### config.mk
export PLATFORM = sky130hd
export DESIGN_NAME = bus_serial_tx
export DESIGN_NICKNAME = d
export VERILOG_FILES = /design/src/rtl/bus_serial_tx.sv
export SDC_FILE = /design/constraint.sdc
export NUM_CORES = 1
export LEC_CHECK = 0
export BUFFER_PORTS_ARGS = -buffer_cell sky130_fd_sc_hd__buf_2
export CAP_MARGIN = 40
export CORE_MARGIN = 3
export CORE_UTILIZATION = 51
export CTS_BUF_LIST = sky130_fd_sc_hd__clkbuf_8
export CTS_CLUSTER_DIAMETER = 100
export DETAILED_ROUTE_END_ITERATION = 10
export PLACE_DENSITY = 0.79
export SLEW_MARGIN = 0
export SYNTH_ARGS = -nofsm -noshare
export SYNTH_HDL_FRONTEND = slang
export SYNTH_SLANG_ARGS = --single-unit
### constraint.sdc
create_clock -name clk -period 1.9 [get_ports clk]
set_clock_uncertainty 0.15 [all_clocks]
set_input_delay 0.095 -clock clk [delete_from_list [all_inputs] [get_ports clk]]
set_output_delay 0.095 -clock clk [all_outputs]
set_load 0.02 [all_outputs]
### src/rtl/bus_serial_tx.sv
// Serialises bus requests: LSB-first address phase, optional turnaround, LSB-first write-data phase.
// Define BUS_SERIAL_TX_PARITY_EN to append an even-parity bit to the write-data phase.
module bus_serial_tx #(
  parameter int ADDR_WIDTH  = 16,
  parameter int DATA_WIDTH  = 8,
  parameter int TURN_CYCLES = 1
) (
  input  logic                  clk,
  input  logic                  rst_n,
  input  logic                  req_valid,
  output logic                  req_ready,
  input  logic [ADDR_WIDTH-1:0] req_addr,
  input  logic                  req_write,
  input  logic [DATA_WIDTH-1:0] req_wdata,
  output logic                  bus_data_out,
  output logic                  bus_data_out_valid,
  output logic                  bus_mode,
  output logic                  tx_done
);

  localparam int MAX_W  = (ADDR_WIDTH > DATA_WIDTH) ? ADDR_WIDTH : DATA_WIDTH;
  localparam int CNT_NB = $clog2(MAX_W + 1);
  localparam int CNT_W  = (CNT_NB > 4) ? CNT_NB : 4;

  localparam int ADDR_LAST = ADDR_WIDTH - 1;
  localparam int TURN_LAST = (TURN_CYCLES > 0) ? TURN_CYCLES - 1 : 0;
`ifdef BUS_SERIAL_TX_PARITY_EN
  localparam int DATA_LAST = DATA_WIDTH;
`else
  localparam int DATA_LAST = DATA_WIDTH - 1;
`endif

  localparam logic [2:0] S_IDLE = 3'd0;
  localparam logic [2:0] S_ADDR = 3'd1;
  localparam logic [2:0] S_TURN = 3'd2;
  localparam logic [2:0] S_DATA = 3'd3;
  localparam logic [2:0] S_DONE = 3'd4;

  logic [2:0]            state;
  logic [2:0]            next_state;
  logic [CNT_W-1:0]      cnt;
  logic [ADDR_WIDTH-1:0] addr_sh;
  logic [DATA_WIDTH-1:0] data_sh;
  logic                  write_q;
  logic                  handshake;
`ifdef BUS_SERIAL_TX_PARITY_EN
  logic                  parity_q;
`endif

  assign handshake = req_valid && req_ready;

  always_comb begin
    // NOTE: default assignment first so every path assigns next_state and no latch is inferred.
    next_state = state;
    case (state)
      S_IDLE: if (handshake) next_state = S_ADDR;
      S_ADDR:
        if (cnt == CNT_W'(ADDR_LAST)) begin
          if (!write_q)              next_state = S_DONE;
          else if (TURN_CYCLES > 0)  next_state = S_TURN;
          else                       next_state = S_DATA;
        end
      S_TURN: if (cnt == CNT_W'(TURN_LAST)) next_state = S_DATA;
      S_DATA: if (cnt == CNT_W'(DATA_LAST)) next_state = S_DONE;
      S_DONE: next_state = S_IDLE;
      default: next_state = S_IDLE;
    endcase
  end

  always_ff @(posedge clk or negedge rst_n) begin
    if (!rst_n) begin
      // NOTE: non-blocking assignments keep every flop updating from pre-edge values.
      state     <= S_IDLE;
      req_ready <= 1'b0;
      cnt       <= '0;
    end else begin
      state     <= next_state;
      req_ready <= (next_state == S_IDLE);
      // Counter restarts on every phase change so each phase counts from zero.
      if (next_state != state)
        cnt <= '0;
      else if (state == S_ADDR || state == S_TURN || state == S_DATA)
        cnt <= cnt + CNT_W'(1);
    end
  end

  // Captured request; shift registers present the current bit at position 0.
  always_ff @(posedge clk or negedge rst_n) begin
    if (!rst_n) begin
      addr_sh  <= '0;
      data_sh  <= '0;
      write_q  <= 1'b0;
`ifdef BUS_SERIAL_TX_PARITY_EN
      parity_q <= 1'b0;
`endif
    end else if (handshake) begin
      addr_sh  <= req_addr;
      data_sh  <= req_wdata;
      write_q  <= req_write;
`ifdef BUS_SERIAL_TX_PARITY_EN
      parity_q <= ^req_wdata;
`endif
    end else begin
      if (state == S_ADDR) addr_sh <= addr_sh >> 1;
      if (state == S_DATA) data_sh <= data_sh >> 1;
    end
  end

  assign bus_data_out_valid = (state == S_ADDR) || (state == S_DATA);
  assign bus_mode           = (state == S_DATA);
  assign tx_done            = (state == S_DONE);

  always_comb begin
    bus_data_out = 1'b0;
    if (state == S_ADDR) begin
      bus_data_out = addr_sh[0];
    end else if (state == S_DATA) begin
`ifdef BUS_SERIAL_TX_PARITY_EN
      bus_data_out = (cnt == CNT_W'(DATA_WIDTH)) ? parity_q : data_sh[0];
`else
      bus_data_out = data_sh[0];
`endif
    end
  end

endmodule

Word-level counts from Yosys, hierarchy flattened --
Index checks and enable logic that the tools add are counted.
Storage, ports and cells: flip-flop bits (word level) 34, input port bits 28, output and inout bits 5, word-level logic and storage cells 38
Cells by class: add/subtract/negate cells 1, equality and inequality tests 7, mux-type cells 14, reduce and logical (&&, ||, !) cells 10
Operator list (number):
- 2-to-1 mux 16 bit | 2
- 2-to-1 mux 8 bit | 2
- 2-to-1 mux 3 bit | 5
- case mux 3 bit (4 select lines) | 1
- 2-to-1 mux 5 bit | 2
- == test 3 x 2 -> 1 bit, second input constant | 2
- logical NOT 3 bit | 2
- nonzero test 2 bit | 3
- adder 5 x 1 -> 5 bit, second input constant | 1
- == test 5 x 3 -> 1 bit, second input constant | 1
- == test 5 x 4 -> 1 bit, second input constant | 1
- logical NOT 5 bit | 1
- == test 3 x 1 -> 1 bit, second input constant | 1
- == test 3 bit, second input constant | 1
- logical OR 1 bit | 3
- != test 3 bit | 1
- 2-to-1 mux 1 bit | 2
- logical AND 1 bit | 1

Depth between registers and ports, before layout --
depth in word-level cells 5, mapped depth 6, mapped depth without buffers 6

Worst setup path after synthesis --
Ideal clock, no wire load.
path kind register to register, start point register cnt[0], end point register cnt[2], library setup time 111 ps, arrival time 1852 ps, required time 1639 ps, path slack -213 ps, stages on the path, launching flop included 7, path buffers 0, clock period less this slack 2113 ps, path through dfrtp_1 -> ha_1 -> and3_1 -> ha_1 -> and3b_1 -> a311o_1 -> a2111oi_2
On the way: word-level cells in the longest chain between the ends 5, elaborated cells on any way between the ends 12, those cells by class add/sub: 1; eq/ne: 3; mux: 6; reduce/logical: 2
Ends and longest elaborated chain:
- start: declaration | RTL line 41 | logic [CNT_W-1:0] cnt;
- start signal: assignment | RTL line 83 | cnt <= cnt + CNT_W'(1);
- == test 5 x 3 -> 1 bit, or another cell as far along | RTL line 64 | S_DATA: if (cnt == CNT_W'(DATA_LAST)) next_state = S_DONE;
- 2-to-1 mux 3 bit, on equally long branches | RTL line 64, 58, 63
- case mux 3 bit (4 select lines) | RTL line 55 | case (state)
- != test 3 bit | RTL line 80 | if (next_state != state)
- 2-to-1 mux 5 bit / nonzero test 2 bit (equally long branches)
Parallel ways exist; a longest one is shown, timed or not. The select of a mux whose other input is x is not followed. A chain may end at the register's enable or synchronous reset.

Final worst setup path --
Same ends and word-level chain as after synthesis.

==> impl_metrics.csv <==
group,metric,value,unit
run_status,status,"complete, but fails checks",
run_status,failed_checks,"setup timing",
setup_path,timing.critical_path.fanout_max,3,
logic_synthesis,yosysTopAreaCellShare,0.483,
worst_hold_path,worstHoldPathCells,4,
sta,timing_worst_slew_pin_value,0.748,ns
layout,layout-drive-gt1-share,0.257,
pwr,static-leakage-power,1.22,nW
pwr,power_frac_clock,0.194,
global_routing,grt_pass1_vias,1537,
sta,unrepaired_setup_endpoints_after_global_routing,"true",
logic_synthesis,seq_area_frac_synth,0.483,
layout,insertedDiodeCount,0,
floorplanning,floorplan.rows,20,
sta,layout_setup_ws,-0.0393,ns
floorplanning,die_ar,0.00420,mm²
floorplanning,initial_utilization,0.554,
setup_path,crit_required,1.92,ns
layout,finalCoreUtilization,0.770,
drt,number_of_drc_violations_after_detailed_routing_iteration_0,70,
clocking,cts_max_path_buffers,2,
logic_synthesis,cell_area_after_synthesis,0.00176,mm²
logic_synthesis,synthArstFlopShare,1.00,
floorplanning,fp.dieW,64.8,µm
placed_design,dpl_worst_slack,-0.171,ns
clocking,cts-buffers-inserted,5,
drt,routed-via-count,1556,
logic_synthesis,number_of_synthesized_flops_with_an_enable_pin,0,
placed_design,place_hpwl,2690,µm
clocking,cts-root-buf,"sky130_fd_sc_hd__clkbuf_8",
placed_design,buffer_ports.inserted,32,
setup_path,reg2reg_from,"cnt[0]$_DFFE_PN0P_",
global_routing,global_route.usage.met1,0.250,
floorplanning,num_io_pins,33,
drt,drcViolationCount,0,
setup_path,critical_path.reg2reg.endpoint,"cnt[2]$_DFFE_PN0P_",
clocking,cts-htree-levels,2,
drt,detail-route-antenna-nets,0,
logic_synthesis,ys_ff_latch,34,
setup_path,regToRegSetupSlack,-0.04,ns
global_routing,globalRouteTotalUtil,0.211,
logic_synthesis,synth.distinct_cells,34,
drt,avgRoutedWirePerCell,14.1,µm
setup_path,worstSetupStartpointType,"flop",
logic_synthesis,synth_top_cells_by_area,"sky130_fd_sc_hd__dfrtp_1 48%, sky130_fd_sc_hd__mux2i_1 13%, sky130_fd_sc_hd__nand2_1 7.2%, sky130_fd_sc_hd__o21ai_0 6.5%, sky130_fd_sc_hd__ha_1 2.1%",
logic_synthesis,postSynthNetCount,210,
global_routing,global_route.usage.met2,0.360,
flow_run,drv_cap,0,
pwr,p_switching,1.23,mW
floorplanning,die-height,64.8,µm
placed_design,placement.cell_area,0.00201,mm²
floorplanning,placeableCoreArea,0.00318,mm²
global_routing,grt_start_max_net_pins,35,
worst_hold_path,hold_path_startpoint,"req_valid",
layout,layout.nets,280,
sta,drv_slew,0,
setup_path,r2r_cells,6,
clocking,clock_sinks,34,
sta,final_period_util,1.02,
sta,min_period,1.94,ns
placed_design,place.gp.congestion,0.900,
logic_synthesis,yosysWarnings,0,
layout,final_design_area_no_fill,0.00245,mm²
sta,fin_hold_ws,0.0339,ns
layout,area_growth,39.0,%
drt,drt-pass1-iter-count,4,
drt,detail_route.vias_per_cell,5.31,
worst_hold_path,hp-class,"primary input to flop",
drt,postRouteWirelength,4140,µm
clocking,clkLatencyLatePin,0.28,ns
setup_path,signal_arrival_time_at_the_worst_endpoint,1.96,ns
setup_path,worst-setup-path-type,"flop to flop",
logic_synthesis,postSynthCellCount,179,
global_routing,antenna_found_initial,0,
sta,final_hold_viol_count,0,
sta,setup-violations-final,3,
pwr,pwr_density_cell,1400,mW/mm²
global_routing,grt_pass1_wl,6820,µm
logic_synthesis,most_numerous_cell_types_in_the_synthesized_netlist,"34 x sky130_fd_sc_hd__dfrtp_1, 34 x sky130_fd_sc_hd__nand2_1, 23 x sky130_fd_sc_hd__mux2i_1, 23 x sky130_fd_sc_hd__o21ai_0",
pwr,power.share.sequential,0.366,
logic_synthesis,synth_top_cell_by_area,"sky130_fd_sc_hd__dfrtp_1",
setup_path,critPathCaptureType,"flop",
global_routing,grt.overflow.total,0,
sta,achievable-frequency,0.516,GHz
pwr,ir_worst_vdd,0.868,mV
clocking,worst_setup_hold_path_clk_slew,0.06,ns
pwr,netSwitchingFraction,0.359,
worst_hold_path,hold_path_end,"cnt[4]$_DFFE_PN0P_",
sta,slew-limit-headroom,0.501,
logic_synthesis,syn_area_per_cell,9.84,µm²
pwr,gate_power_share,0.440,
pwr,internal-power,2.19,mW
logic_synthesis,ys.flop_type,"sky130_fd_sc_hd__dfrtp_1",
clocking,cts_tree,"built",
global_routing,use_met3,0.0485,
global_routing,most_heavily_used_metal_layer_in_global_routing,"met2",
-- flip-flops by register name, summed over array words and instances (netlist names) --
signal     count
data_sh        8
addr_sh       16
write_q        1
state          3
req_ready      1
cnt            5
-- worst max-delay path, stage by stage, from the launching register on --
cell	delay [ns]
sky130_fd_sc_hd__dfrtp_1	0.39
sky130_fd_sc_hd__ha_2	0.19
sky130_fd_sc_hd__and3_4	0.15
sky130_fd_sc_hd__ha_4	0.15
sky130_fd_sc_hd__and3b_1	0.19
sky130_fd_sc_hd__a311o_1	0.38
sky130_fd_sc_hd__a2111oi_2	0.23
-- per-stage QoR --
stage	power (mW)	cells	TNS, ns
after floorplan	2.23	179	-0.193
after global placement	2.53	255	-0.148
after detailed placement	2.64	255	-0.393
after CTS	3.41	292	-0.0159
after global routing	3.66	293	-0.328
final	3.42	293	-0.0610
-- layout by cell type, fill, tap and decap left out, types with 2 or more instances in the layout --
master                           n
sky130_fd_sc_hd__a311o_1         2
sky130_fd_sc_hd__dlygate4sd3_1  26
sky130_fd_sc_hd__nor3b_2         2
sky130_fd_sc_hd__nand3_1         2
sky130_fd_sc_hd__o21ai_0        23
sky130_fd_sc_hd__inv_1           7
sky130_fd_sc_hd__nand2_1        34
sky130_fd_sc_hd__a21oi_1         2
sky130_fd_sc_hd__o41ai_1         2
sky130_fd_sc_hd__dfrtp_1        34
sky130_fd_sc_hd__and2_1          2
sky130_fd_sc_hd__mux2i_1        23
sky130_fd_sc_hd__o21ai_1         2
sky130_fd_sc_hd__a211oi_1        2
sky130_fd_sc_hd__nor2b_1         3
sky130_fd_sc_hd__clkbuf_8        6
sky130_fd_sc_hd__xor2_1          2
sky130_fd_sc_hd__buf_4          17
sky130_fd_sc_hd__buf_2          32
sky130_fd_sc_hd__nor2_1          5
sky130_fd_sc_hd__a2111oi_2       2
-- power by group through the flow --
stage | registers [mW] | clock network [mW] | logic, mW
2_1_floorplan | 1.22 | 0 | 1.01
3_3_place_gp | 1.24 | 0 | 1.29
3_5_place_dp | 1.26 | 0 | 1.37
4_1_cts | 1.25 | 0.681 | 1.48
5_1_grt | 1.29 | 0.705 | 1.66
6_report | 1.25 | 0.663 | 1.51
-- logic make-up after synthesis --
| logic type | synth area share |
|---|---|
| and+or+nand+nor | 0.155 |
| AOI/OAI and AO/OA | 0.150 |
| DFF | 0.483 |
| muxes | 0.131 |
| buffers and inverters | 0.0504 |
| adders and majority gates | 0.0213 |
| xor gates and xnor gates | 0.00994 |
-- layer usage --
metal / vias to the layer above / routed length [µm] / part of all wire
met5: - / 0 / 0
met4: 0 / 91 / 0.022
met3: 10 / 198 / 0.048
met2: 47 / 2090 / 0.51
met1: 734 / 1760 / 0.42
li1: 765 / - / -
-- cell type report --
type	instances	area [µm²]
fillers	225	729
multi-input cells	126	856
repair buffers	75	548
flip-flops and latches	34	851
well taps	44	55.1
inverters	7	26.3
clock inverters	1	30.0
clock buffers	6	82.6
-- what timing repair did --
action,in CTS,in global routing
buffers inserted,4,1
pin swaps,5,0
hold buffers,26,0
gates resized for setup,4,0
hold endpoints to repair,59,0
setup endpoints to repair,6,5
-- worst max-delay path by stage --
stage                              end  slack [ns]  cells past startpoint               start
floorplan           cnt[2]$_DFFE_PN0P_        -0.1                      6  cnt[0]$_DFFE_PN0P_
global placement    cnt[3]$_DFFE_PN0P_       -0.07                      6  cnt[1]$_DFFE_PN0P_
detailed placement  cnt[2]$_DFFE_PN0P_       -0.17                      6  cnt[1]$_DFFE_PN0P_
CTS                 cnt[2]$_DFFE_PN0P_       -0.01                      6  cnt[0]$_DFFE_PN0P_
global route        cnt[2]$_DFFE_PN0P_       -0.13                      6  cnt[0]$_DFFE_PN0P_
finish              cnt[2]$_DFFE_PN0P_       -0.04                      6  cnt[0]$_DFFE_PN0P_
Power figures use the tool's default switching activity.
